===== config.mk =====
export PLATFORM = sky130hd
export DESIGN_NAME = mpeg_stream_monitor
export DESIGN_NICKNAME = d
export VERILOG_FILES = /design/src/rtl/mpeg_stream_monitor.sv
export SDC_FILE = /design/constraint.sdc
export NUM_CORES = 1
export LEC_CHECK = 0
export CAP_MARGIN = 5
export CORE_MARGIN = 2
export CORE_UTILIZATION = 49
export DETAILED_ROUTE_END_ITERATION = 6
export PLACE_DENSITY_LB_ADDON = 0.05
export REMOVE_ABC_BUFFERS = 1
export SYNTH_ARGS = -nofsm -noshare
export SYNTH_HDL_FRONTEND = slang
export SYNTH_SLANG_ARGS = --single-unit

===== constraint.sdc =====
create_clock -name clk -period 4.06 [get_ports clk]
set_input_delay 1.218 -clock clk [delete_from_list [all_inputs] [get_ports clk]]
set_output_delay 1.218 -clock clk [all_outputs]
set_load 0.01 [all_outputs]

===== src/rtl/mpeg_stream_monitor.sv =====
// Reference-vs-observed beat checker for the bhargava output stream, with status counters.
// Defining MON_TIMEOUT_EN adds a stall watchdog (parameter TIMEOUT) driving the timeout flag.
module mpeg_stream_monitor #(
  parameter int unsigned BYTES       = 1,
  parameter int unsigned DEPTH       = 64,
  parameter int unsigned PROG_MARGIN = 4,
  parameter int unsigned CNT_W       = 32,
  parameter bit          STOP_ON_ERR = 1'b1
`ifdef MON_TIMEOUT_EN
  ,
  parameter int unsigned TIMEOUT     = 65535
`endif
) (
  input  logic               clk,
  input  logic               rst,
  input  logic               clk_en,
  input  logic [8*BYTES-1:0] ref_data,
  input  logic               ref_en,
  output logic               ref_prog_full,
  input  logic               stream_end,
  input  logic [8*BYTES-1:0] obs_data,
  input  logic               obs_en,
  output logic [CNT_W-1:0]   in_cnt,
  output logic [CNT_W-1:0]   out_cnt,
  output logic [CNT_W-1:0]   err_cnt,
  output logic [CNT_W-1:0]   down_time,
  output logic               err,
  output logic [CNT_W-1:0]   err_idx,
  output logic [BYTES-1:0]   err_mask,
  output logic               overflow,
  output logic               underflow,
  output logic               timeout,
  output logic               done
);

  localparam int unsigned AW      = $clog2(DEPTH);
  localparam int unsigned DW      = 8 * BYTES;
  localparam int unsigned ProgLvl = DEPTH - PROG_MARGIN;

  localparam logic [AW:0]      FullOcc = DEPTH[AW:0];
  localparam logic [AW:0]      ProgThr = ProgLvl[AW:0];
  localparam logic [AW:0]      OccOne  = {{AW{1'b0}}, 1'b1};
  localparam logic [AW-1:0]    PtrOne  = {{(AW-1){1'b0}}, 1'b1};
  localparam logic [CNT_W-1:0] CntOne  = {{(CNT_W-1){1'b0}}, 1'b1};

  typedef enum logic [1:0] {StRun, StDrain, StHalt, StDone} state_e;

  state_e           state_q;
  logic [DW-1:0]    mem [DEPTH];
  logic [AW-1:0]    wr_ptr_q, rd_ptr_q;
  logic [AW:0]      count_q, count_d;
  logic             end_seen_q;
  logic             prog_full_q, err_q, overflow_q, underflow_q;
  logic [CNT_W-1:0] in_cnt_q, out_cnt_q, err_cnt_q, down_time_q, err_idx_q;
  logic [BYTES-1:0] err_mask_q;

  logic             active, push, pop, under, err_now;
  logic [DW-1:0]    head;
  logic [BYTES-1:0] mask;

  always_comb begin
    active  = (state_q == StRun) || (state_q == StDrain);
    head    = mem[rd_ptr_q];
    pop     = clk_en && obs_en && active && (count_q != '0);
    under   = clk_en && obs_en && active && (count_q == '0);
    // A full FIFO still takes a beat when the head leaves in the same cycle.
    push    = clk_en && ref_en && (state_q != StDone) && ((count_q != FullOcc) || pop);
    mask    = '0;
    for (int i = 0; i < BYTES; i++) begin
      mask[i] = head[8*i +: 8] != obs_data[8*i +: 8];
    end
    err_now = under || (pop && (mask != '0));
    count_d = count_q;
    if (push && !pop) begin
      count_d = count_q + OccOne;
    end else if (pop && !push) begin
      count_d = count_q - OccOne;
    end
  end

  always_ff @(posedge clk) begin
    if (clk_en && push) begin
      mem[wr_ptr_q] <= ref_data;
    end
  end

  always_ff @(posedge clk) begin
    if (rst) begin
      state_q     <= StRun;
      wr_ptr_q    <= '0;
      rd_ptr_q    <= '0;
      count_q     <= '0;
      end_seen_q  <= 1'b0;
      prog_full_q <= 1'b0;
      err_q       <= 1'b0;
      overflow_q  <= 1'b0;
      underflow_q <= 1'b0;
      in_cnt_q    <= '0;
      out_cnt_q   <= '0;
      err_cnt_q   <= '0;
      down_time_q <= '0;
      err_idx_q   <= '0;
      err_mask_q  <= '0;
    end else if (clk_en) begin
      count_q     <= count_d;
      prog_full_q <= count_d >= ProgThr;
      if (push) begin
        wr_ptr_q <= wr_ptr_q + PtrOne;
        in_cnt_q <= in_cnt_q + CntOne;
      end
      if (ref_en && !push && (state_q != StDone)) begin
        overflow_q <= 1'b1;
      end
      if (pop) begin
        rd_ptr_q  <= rd_ptr_q + PtrOne;
        out_cnt_q <= out_cnt_q + CntOne;
      end
      if (under || (obs_en && (state_q == StDone))) begin
        underflow_q <= 1'b1;
      end
      if (err_now) begin
        err_cnt_q <= err_cnt_q + CntOne;
        if (!err_q) begin
          err_q      <= 1'b1;
          err_idx_q  <= out_cnt_q;
          err_mask_q <= under ? '1 : mask;
        end
      end
      if (prog_full_q && active) begin
        down_time_q <= down_time_q + CntOne;
      end
      if (stream_end) begin
        end_seen_q <= 1'b1;
      end
      case (state_q)
        StRun: begin
          if (STOP_ON_ERR && err_now) begin
            state_q <= StHalt;
          end else if (end_seen_q) begin
            state_q <= StDrain;
          end
        end
        StDrain: begin
          if (STOP_ON_ERR && err_now) begin
            state_q <= StHalt;
          end else if ((count_d == '0) && !push) begin
            state_q <= StDone;
          end
        end
        default: ;
      endcase
    end
  end

`ifdef MON_TIMEOUT_EN
  logic [31:0] wd_q;
  logic        timeout_q;

  // Watchdog only runs while beats sit in the FIFO with nothing being compared.
  always_ff @(posedge clk) begin
    if (rst) begin
      wd_q      <= '0;
      timeout_q <= 1'b0;
    end else if (clk_en) begin
      if (pop || (count_q == '0)) begin
        wd_q <= '0;
      end else if (active && (wd_q != TIMEOUT)) begin
        wd_q <= wd_q + 32'd1;
        if (wd_q + 32'd1 == TIMEOUT) begin
          timeout_q <= 1'b1;
        end
      end
    end
  end

  assign timeout = timeout_q;
`else
  assign timeout = 1'b0;
`endif

  assign ref_prog_full = prog_full_q;
  assign in_cnt        = in_cnt_q;
  assign out_cnt       = out_cnt_q;
  assign err_cnt       = err_cnt_q;
  assign down_time     = down_time_q;
  assign err           = err_q;
  assign err_idx       = err_idx_q;
  assign err_mask      = err_mask_q;
  assign overflow      = overflow_q;
  assign underflow     = underflow_q;
  assign done          = (state_q == StDone);

endmodule


==> results.py, run 1 <==
metrics = {
    "outcome": {
        "status": "finished, final reports clean",
    },
    "timing": {
        "setup_violations": 0,
        "period_minus_slack_ns": 3.88,
        "fin_tns_setup_ns": 0,
        "timing.fmax_mhz": 258,
        "fin_crit_sh_pct": 95.5,
        "tightestPinTransition_ns": 0.973,
        "fin_skew_ns": 0.0282,
        "slew_headroom_pct": 35.1,
        "maxSlewViolCount": 0,
        "finalHoldViolCount": 0,
        "rsz0062_at_grt": "false",
    },
    "cells_and_area": {
        "final_core_util_pct": 60.1,
        "n_antenna_cell": 0,
        "nets": 2331,
        "fill_cells": 4557,
        "drive_above_1_share_pct": 18.2,
        "area.growth.synth_to_final_pct": 20.9,
        "fin_cells": 3126,
    },
    "job": {
        "drv_cap": 0,
    },
    "logic_synthesis": {
        "ys_ff_latch": 705,
        "synth_top_area_share_pct": 53.4,
        "netlist_area_sq_mm": 0.0288,
        "synthCells": 1978,
        "synth_area_leader_cell": "edfxtp_1",
        "synth_ff_type": "edfxtp_1",
        "yosys_warnings": 0,
        "syn_area_per_cell_sq_um": 14.6,
        "netlist-cell-type-count": 73,
        "synth_edf_count": 512,
        "synthArstFlopShare_pct": 0,
        "yosys-top-cells-area": "edfxtp_1 (53%), dfxtp_1 (13%), mux4_2 (9.0%)",
        "synth-seq-area-share_pct": 66.8,
    },
    "setup_path": {
        "cp-start-kind": "register",
        "cp_slowest_cell": "mux4_2",
        "critPathCaptureType": "register",
        "critical_path_required_ns": 4.59,
        "crit_family": "compound AO/OA/AOI/OAI gates",
        "crit_chain": "buf_12, mux4_2, a2111oi_0, buf_4, a211oi_1, and3_1, o311ai_1, buf_4, o41ai_4, buf_12, buf_12, or4_1, a21oi_1",
        "critPathArrivalTime_ns": 4.40,
        "crit_path_frequent_cell": "buf_12",
        "slowest_delay_ns": 0.56,
        "worstSetupPathType": "reg -> reg",
        "crit_fanout": 62,
        "cp_num_buf_inv": 5,
    },
    "floorplanning": {
        "core_area_sq_mm": 0.0579,
        "die_area_sq_mm": 0.0607,
        "io_pins": 189,
        "rows": 88,
        "die_h_um": 246,
        "start_util_pct": 49.7,
        "die_x_um": 246,
    },
    "route": {
        "first_pass_iters": 5,
        "vias_per_cell": 5.71,
        "wl_mm": 74.2,
        "num_vias": 17800,
        "ant_nets": 0,
        "drt_iter0_drc": 1465,
        "avgRoutedWirePerCell_um": 23.7,
        "drcViolationCount": 0,
    },
    "pwr": {
        "power_leakage_nw": 11.3,
        "pwr_density_cell_mw_per_mm2": 444,
        "vdd_drop_max_mv": 0.364,
    },
    "clock_network": {
        "clk_pin_slew_worst_paths_ns": 0.06,
        "numCtsBuffers": 74,
        "root_buffer": "clkbuf_16",
        "clock_sinks": 705,
        "worstSkewPairLatency_ns": 0.62,
        "cts.path.max_buffers": 3,
        "cts_tree": "yes",
        "htreeDepth": 3,
        "cts_hold_buffers": 0,
    },
    "global_route": {
        "use_met1_pct": 34.3,
        "busiest_layer": "met2",
        "grtUsageMet3_pct": 5.90,
        "use_met2_pct": 37.4,
        "track_usage_pct": 24.6,
        "grt_pass1_wl_mm": 110,
        "grt_pass1_vias": 17600,
        "antenna_found_initial": 0,
        "grt_max_degree": 104,
        "overflow": 0,
    },
    "placed_design": {
        "numPortBuffers": 187,
        "globalplace.congestion": 0.855,
        "dp_hpwl_mm": 50.6,
        "dp_cells": 2978,
    },
    "worst_hold_path": {
        "hold_path_class": "reg -> reg",
    },
}
==> cells in the final DEF, fill, tap and decap left out, types with 20 or more instances in the layout <==
master,instances
buf_4,146
a22oi_1,20
or3_1,45
and3_1,31
mux2i_1,68
clkbuf_16,76
nand2_1,103
xnor2_1,28
nand2b_1,76
a21oi_1,65
mux4_2,115
o21ai_0,47
nand3_1,59
xor2_1,68
edfxtp_1,512
clkdlybuf4s50_1,178
dfxtp_1,189
nand4_1,32
nor2_1,207
==> state kept, by name, summed over array words and instances (netlist names), named ones only <==
register,cells
err_mask,1
err_idx,32
ref_prog_full,1
mem,512
count_q,7
out_cnt,32
in_cnt,32
overflow,1
err_cnt,32
state_q,2
rd_ptr_q,6
wr_ptr_q,6
underflow,1
end_seen_q,1
err,1
down_time,32
==> logic make-up after synthesis <==
kind of cell    after synthesis  share of synthesized area (%)
buf+inv                     123                           2.24
fa+ha+maj                     9                          0.391
mux                         202                           12.1
other cells                   1                         0.0130
compound gates              204                           4.41
flops                       705                           66.8
simple gates                638                           11.1
xor+xnor                     96                           2.92
==> worst reg2reg max path, delay by kind of cell (launching register included) <==
family          cells  cell delay, ns
buf+inv             5            0.94
mux                 1            0.57
flops               1            0.42
compound gates      5            1.11
simple gates        2            0.74
==> through the flow <==
stage | setup WS (ns) | area (sq um) | hold slack, ns | total power (W)
floorplan | -5.81 | 28200 | 0.438 | 0.00861
global placement | 0.0860 | 32300 | 0.453 | 0.00905
detailed placement | 0.0113 | 32300 | 0.467 | 0.00906
CTS | 0.109 | 34700 | 0.479 | 0.0156
global route | 0.0210 | 34800 | 0.497 | 0.0160
finish | 0.184 | 34800 | 0.471 | 0.0155
==> routing by layer <==
layer | up-vias | part of all wire [%] | wire length, um
met5 | - | 0 | 0
met4 | 0 | 3.3 | 2460
met3 | 125 | 7.8 | 5770
met2 | 605 | 46 | 34500
met1 | 8972 | 42 | 31500
li1 | 8137 | - | -
==> synthesized netlist by cell type, types with 47 or more instances <==
| master | count |
|---|---|
| edfxtp_1 | 512 |
| mux2i_1 | 68 |
| nand2b_1 | 76 |
| a21oi_1 | 65 |
| dfxtp_1 | 193 |
| xor2_1 | 68 |
| clkbuf_1 | 49 |
| nor2_1 | 207 |
| o21ai_0 | 47 |
| nand2_1 | 103 |
| nand3_1 | 59 |
| mux4_2 | 115 |
==> report_power, final <==
group / switching [W] / internal, W
registers: 0.0000474 / 0.00775
logic: 0.000636 / 0.000483
clock network: 0.00277 / 0.00377
total: 0.00345 / 0.0120
==> repair_timing <==
item | 4_1_cts | 5_1_grt
buffers inserted | 0 | 11
setup endpoints to repair | 0 | 54
gates resized for setup | 0 | 1
hold endpoints to repair | 0 | 0
==> cell type report <==
type | count | area [sq um] | area share, %
clock buffer | 98 | 2010 | 5.79
clock inverter | 39 | 327 | 0.938
inverter | 19 | 71.3 | 0.205
multi-input combinational | 1150 | 8930 | 25.6
sequential | 705 | 19300 | 55.3
tap | 765 | 957 | 2.75
timing repair buffer | 350 | 3260 | 9.37
==> worst paths after layout <==
| check | slack [ns] | endpoint | depth (start not counted) | startpoint |
|---|---|---|---|---|
| setup / recovery | 0.18 | err_cnt[11]$_SDFFE_PP0P_ | 13 | register |
| hold / removal | 0.47 | overflow$_SDFFE_PP0P_ | 2 | overflow$_SDFFE_PP0P_ |
| setup reg to reg | 0.18 | err_cnt[11]$_SDFFE_PP0P_ | 13 | register |
| hold reg to reg | 0.47 | overflow$_SDFFE_PP0P_ | 2 | overflow$_SDFFE_PP0P_ |
Note: power is estimated with default switching activity, not from simulation.
==> inputs of run 2 (changes only) <==
--- a/config.mk
+++ b/config.mk
@@ -8,9 +8,10 @@
 export CAP_MARGIN = 5
 export CORE_MARGIN = 2
 export CORE_UTILIZATION = 49
+export CTS_CLUSTER_SIZE = 12
 export DETAILED_ROUTE_END_ITERATION = 6
 export PLACE_DENSITY_LB_ADDON = 0.05
-export REMOVE_ABC_BUFFERS = 1
+export SLEW_MARGIN = 5
 export SYNTH_ARGS = -nofsm -noshare
 export SYNTH_HDL_FRONTEND = slang
 export SYNTH_SLANG_ARGS = --single-unit
==> run 2 against run 1 <==
Maximum frequency down 0.62%. Routed wire length increased by 1.3%. Critical path depth shrank 1. Final cell count fell by 0.64%. Largest power group unchanged. Critical endpoint is now err_cnt[27]$_SDFFE_PP0P_. Register-to-register slack got worse by 0.02 ns. Global-route usage rose by 0.36 points. Die area did not move. Sequential share of layout area grew 0.53 points. Critical path type unchanged.
==> results.py, run 2 (synthesis results as in run 1) <==
metrics = {
    "worst_hold_path": {
        "worstHoldStart": "err_idx[10]$_SDFFE_PP0P_",
        "hold_end": "err_idx[10]$_SDFFE_PP0P_",
        "hold_depth": 2,
        "hold_path_class": "reg -> reg",
    },
    "cells_and_area": {
        "area.growth.synth_to_final_pct": 19.7,
        "drive_above_1_share_pct": 17.0,
        "largest_register_ffs": 512,
        "fin_cells": 3106,
        "nets": 2320,
        "multi_input_area_sq_mm": 0.00893,
        "final_core_util_pct": 59.5,
        "seqCellArea_sq_mm": 0.0193,
        "regMostFlops": "mem",
        "layout_commonest_cell": "edfxtp_1",
        "design_area_sq_mm": 0.0345,
        "fill_cells": 4534,
        "n_antenna_cell": 0,
        "layout_common_cells": "edfxtp_1 (512), nor2_1 (207), dfxtp_1 (189), clkdlybuf4s50_1 (178), buf_4 (139)",
    },
    "global_route": {
        "grtUsageMet3_pct": 4.43,
        "grt_max_degree": 107,
        "use_met2_pct": 39.8,
        "overflow": 0,
        "grt_pass1_wl_mm": 112,
        "grt_pass1_vias": 17800,
        "busiest_layer": "met2",
        "use_met1_pct": 35.5,
        "track_usage_pct": 25.0,
        "antenna_found_initial": 0,
    },
    "timing": {
        "setup_violations": 0,
        "fin_skew_ns": 0.0230,
        "maxSlewViolCount": 0,
        "period_minus_slack_ns": 3.90,
        "slew_headroom_pct": 16.6,
        "fin_crit_sh_pct": 96.1,
        "timing.fmax_mhz": 256,
        "tightestPinTransition_ns": 1.25,
        "finalHoldViolCount": 0,
        "rsz0062_at_grt": "false",
        "fin_tns_setup_ns": 0,
    },
    "setup_path": {
        "crit_family": "compound AO/OA/AOI/OAI gates",
        "worstRegToRegCells": 12,
        "critical_path_required_ns": 4.53,
        "crit_fanout": 39,
        "ff2ff_setup_slack_ns": 0.16,
        "cp_num_buf_inv": 3,
        "critPathCaptureType": "register",
        "cp_slowest_cell": "dfxtp_4",
        "crit_path_frequent_cell": "buf_4",
        "crit_chain": "buf_4, nor2b_1, a22oi_1, a21boi_0, nor4_2, xor2_1, nand3_1, o41ai_4, buf_12, buf_4, or3_1, a21oi_1",
        "rr_endpoint": "err_cnt[27]$_SDFFE_PP0P_",
        "critPathArrivalTime_ns": 4.37,
        "cp-start-kind": "register",
        "slowest_delay_ns": 0.84,
        "worstSetupPathType": "reg -> reg",
    },
    "placed_design": {
        "numPortBuffers": 187,
        "dp_cells": 2978,
        "dpl_cell_area_sq_mm": 0.0323,
        "dp_hpwl_mm": 50.0,
        "globalplace.congestion": 0.891,
    },
    "clock_network": {
        "htreeDepth": 3,
        "cts.path.max_buffers": 3,
        "cts_tree": "yes",
        "numCtsBuffers": 74,
        "cts_hold_buffers": 0,
        "worstSkewPairLatency_ns": 0.62,
        "root_buffer": "clkbuf_16",
        "cts-resized-gates": 0,
        "clock_sinks": 705,
        "clk_pin_slew_worst_paths_ns": 0.06,
        "postCtsSetupRepairBufs": 0,
    },
    "route": {
        "ant_nets": 0,
        "drcViolationCount": 0,
        "drt_iter0_drc": 1498,
        "first_pass_iters": 5,
        "avgRoutedWirePerCell_um": 24.2,
        "wl_mm": 75.2,
        "vias_per_cell": 5.80,
        "num_vias": 18000,
    },
    "floorplanning": {
        "die_x_um": 246,
        "rows": 88,
        "start_util_pct": 49.7,
        "core_area_sq_mm": 0.0579,
        "io_pins": 189,
        "die_h_um": 246,
        "die_area_sq_mm": 0.0607,
    },
    "logic_synthesis": {
        "syn_nets": 2009,
    },
    "pwr": {
        "power_leakage_nw": 11.1,
        "p_seq_share_pct": 51.9,
        "sw_frac_of_total_pct": 22.4,
        "clockPowerShare_pct": 40.7,
        "comb_power_share_pct": 7.5,
        "power.total_w": 0.0150,
        "pwr_density_cell_mw_per_mm2": 436,
        "vdd_drop_max_mv": 0.302,
        "power.switching_w": 0.00337,
        "intPower_w": 0.0117,
    },
    "job": {
        "drv_cap": 0,
    },
    "outcome": {
        "status": "finished, final reports clean",
    },
}
==> run 2: cell types whose count changed in the layout (fill, tap and decap cells not counted), sizes merged <==
cell,change
buf,-11
clkinvlp,-4
clkinv,-13
bufinv,-4
clkbuf,+12
==> run 2: power groups by stage <==
stage               sequential, W  clock [W]  combinational [W]
CTS                       0.00780    0.00624            0.00113
detailed placement        0.00795          0            0.00112
global route              0.00780    0.00652            0.00120
floorplan                 0.00793          0           0.000706
finish                    0.00780    0.00611            0.00112
global placement          0.00795          0            0.00111
==> run 2: metal layers <==
layer | up-vias | routed length [um]
met5 | - | 0
met4 | 0 | 1740
met3 | 120 | 5020
met2 | 634 | 35500
met1 | 9183 | 32900
li1 | 8079 | -
==> run 2: area by class of cell <==
| class | count | share of cell area, % |
|---|---|---|
| inverters | 19 | 0.207 |
| clock buffers | 110 | 5.85 |
| multi-input cells | 1150 | 25.9 |
| repair buffers | 339 | 9.10 |
| flip-flops and latches | 705 | 55.8 |
| clock inverters | 18 | 0.338 |
| well taps | 765 | 2.78 |
==> run 2: how the worst max path moves through the flow <==
stage,endpoint,from,slack [ns],cells past startpoint
final,err_cnt[27]$_SDFFE_PP0P_,register,0.16,12
after global routing,err_idx[28]$_SDFFE_PP0P_,register,0.005,11
after CTS,err_idx[26]$_SDFFE_PP0P_,register,0.24,11
after detailed placement,err_idx[13]$_SDFFE_PP0P_,register,0.26,11
after global placement,err_idx[26]$_SDFFE_PP0P_,register,0.32,11
after floorplan,ref_prog_full$_SDFFE_PP0P_,clk_en,0.60,9
==> run 2: worst reg2reg max path: stages, from the launching register on <==
cell      delay [ns]
dfxtp_4         0.84
buf_4           0.39
nor2b_1         0.53
a22oi_1         0.16
a21boi_0        0.37
nor4_2          0.08
xor2_1          0.18
nand3_1         0.15
o41ai_4         0.36
buf_12          0.22
buf_4           0.25
or3_1           0.15
a21oi_1         0.07
==> run 2: stage by stage <==
stage / setup slack (ns) / hold WS (ns)
2_1_floorplan: 0.597 / 0.438
3_5_place_dp: 0.257 / 0.464
4_1_cts: 0.236 / 0.477
3_3_place_gp: 0.317 / 0.458
6_report: 0.160 / 0.476
5_1_grt: 0.00545 / 0.492
==> inputs of run 3 (changes only) <==
--- a/config.mk
+++ b/config.mk
@@ -10,6 +10,7 @@
 export CORE_UTILIZATION = 49
 export CTS_CLUSTER_SIZE = 12
 export DETAILED_ROUTE_END_ITERATION = 6
+export GPL_TIMING_DRIVEN = 0
 export PLACE_DENSITY_LB_ADDON = 0.05
 export SLEW_MARGIN = 5
 export SYNTH_ARGS = -nofsm -noshare
==> run 3 against run 2 <==
Core utilization increased by 0.94 points. Sequential power about the same. Clock skew about the same. Register-to-register slack about the same. Critical endpoint is now mem[63][4]$_DFFE_PP_.
==> results.py, run 3 (synthesis results as in run 1) <==
metrics = {
    "placed_design": {
        "pre_cts_ws_ns": -1.48,
        "numPortBuffers": 186,
        "dp_hpwl_mm": 56.7,
        "globalplace.congestion": 0.932,
        "dpl_cell_area_sq_mm": 0.0317,
        "dp_cells": 2937,
    },
    "timing": {
        "maxSlewViolCount": 0,
        "timing.fmax_mhz": 250,
        "worst_slack_ns": 0.0659,
        "period_minus_slack_ns": 3.99,
        "rsz0062_at_grt": "true",
        "finalHoldViolCount": 0,
        "fin_crit_sh_pct": 98.4,
        "slew_headroom_pct": 17.2,
        "setup_violations": 0,
        "fin_skew_ns": 0.0233,
        "tightestPinTransition_ns": 1.24,
    },
    "logic_synthesis": {
        "syn_nets": 2009,
    },
    "global_route": {
        "grt_pass1_wl_mm": 122,
        "antenna_found_initial": 1,
        "grt_pass1_vias": 18000,
        "grt_max_degree": 50,
        "track_usage_pct": 28.0,
        "overflow": 0,
    },
    "cells_and_area": {
        "area.growth.synth_to_final_pct": 21.6,
        "nets": 2306,
        "n_antenna_cell": 0,
        "largest_register_ffs": 512,
        "fin_cells": 3097,
        "layout_commonest_cell": "edfxtp_1",
        "regMostFlops": "mem",
        "fill_cells": 4503,
        "final_core_util_pct": 60.5,
        "design_area_sq_mm": 0.0350,
        "layout_common_cells": "edfxtp_1 (512), dfxtp_1 (193), clkdlybuf4s50_1 (178), nor2_1 (142), mux4_2 (115)",
        "drive_above_1_share_pct": 18.4,
    },
    "route": {
        "num_vias": 18500,
        "avgRoutedWirePerCell_um": 27.2,
        "drcViolationCount": 0,
        "ant_nets": 0,
        "wl_mm": 84.3,
        "vias_per_cell": 5.96,
        "drt_iter0_drc": 1982,
        "first_pass_iters": 5,
    },
    "clock_network": {
        "worstSkewPairLatency_ns": 0.61,
        "clock_sinks": 705,
        "root_buffer": "clkbuf_16",
        "numCtsBuffers": 76,
        "clk_pin_slew_worst_paths_ns": 0.06,
        "htreeDepth": 3,
        "cts.path.max_buffers": 3,
        "cts_tree": "yes",
    },
    "pwr": {
        "pwr_density_cell_mw_per_mm2": 451,
        "power_leakage_nw": 11.0,
        "vdd_drop_max_mv": 0.359,
    },
    "setup_path": {
        "critical_path_required_ns": 4.30,
        "slowest_delay_ns": 0.71,
        "crit_path_frequent_cell": "clkbuf_1",
        "crit_chain": "clkdlybuf4s50_1, clkbuf_1, nand3b_1, and4_1, nor2_1, nand4_1, clkbuf_1, nor2_2",
        "cp-start-kind": "input pin",
        "critPathArrivalTime_ns": 4.24,
        "cp_slowest_cell": "nor2_2",
        "worstSetupPathType": "in -> reg",
        "crit_family": "simple AND/OR/NAND/NOR gates",
        "critPathCaptureType": "register",
        "cp_num_buf_inv": 3,
        "crit_fanout": 10,
    },
    "floorplanning": {
        "die_h_um": 246,
        "core_area_sq_mm": 0.0579,
        "die_area_sq_mm": 0.0607,
        "rows": 88,
        "start_util_pct": 49.7,
        "io_pins": 189,
        "die_x_um": 246,
    },
    "worst_hold_path": {
        "hold_path_class": "reg -> reg",
    },
    "outcome": {
        "status": "finished, final reports clean",
    },
    "job": {
        "drv_cap": 0,
    },
}
run 3: changes by cell type in the layout (fill, tap and decap cells not counted), sizes merged:
cell / previous run / this run
bufinv: 0 / 3
inv: 23 / 20
buf: 161 / 94
clkinvlp: 0 / 1
clkinv: 14 / 17
clkbuf: 110 / 164
run 3: cell type report:
class,count,area (sq um),area share (%)
buffer,102,817,2.33
clock buffer,113,2160,6.18
clock inverter,22,176,0.504
inverter,19,71.3,0.204
multi-input combinational,1150,9380,26.8
sequential,705,19200,54.9
tap,765,957,2.73
timing repair buffer,221,2210,6.32
run 3: worst paths after layout:
check                                start                        to  slack, ns  depth (start not counted)
setup reg to reg                  register  err_cnt[14]$_SDFFE_PP0P_       0.17                         14
hold reg to reg   err_idx[30]$_SDFFE_PP0P_  err_idx[30]$_SDFFE_PP0P_       0.47                          2
hold / removal    err_idx[30]$_SDFFE_PP0P_  err_idx[30]$_SDFFE_PP0P_       0.47                          2
setup / recovery                    clk_en      mem[63][4]$_DFFE_PP_       0.07                          8
run 3: what timing repair did:
| action | 4_1_cts | 5_1_grt |
|---|---|---|
| hold buffers | 0 | 0 |
| buffers inserted | 13 | 14 |
| pin swaps | 4 | 5 |
| endpoints found under the setup margin | 510 | 364 |
| resized for setup | 124 | 91 |
run 3: tightest hold or removal path: cells and delay by family (launching register included):
family | cells | cell delay [ns]
and+or+nand+nor | 1 | 0.06
muxes | 1 | 0.05
DFF | 1 | 0.31
run 3: power by group:
part | switching [W] | total (W) | internal, W
combinational | 0.000802 | 0.00138 | 0.000579
clock | 0.00275 | 0.00662 | 0.00386
sequential | 0.0000389 | 0.00779 | 0.00775
total | 0.00360 | 0.0158 | 0.0122
run 3: routing by layer:
layer | vias to the layer above | global-route usage [%] | wire length [um]
li1 | 8083 | - | -
met1 | 9285 | 37.1 | 33800
met2 | 902 | 44.2 | 39400
met3 | 181 | 7.63 | 7860
met4 | 0 | 10.3 | 3280
met5 | - | 0 | 0
run 3: per-stage QoR:
| step | power, W | hold slack, ns | setup TNS, ns |
|---|---|---|---|
| 2_1_floorplan | 0.00864 | 0.438 | 0 |
| 3_3_place_gp | 0.00914 | 0.452 | -559.98 |
| 5_1_grt | 0.0162 | 0.496 | -0.858 |
| 3_5_place_dp | 0.00915 | 0.461 | -598.72 |
| 4_1_cts | 0.0158 | 0.477 | -19.20 |
| 6_report | 0.0158 | 0.471 | 0 |
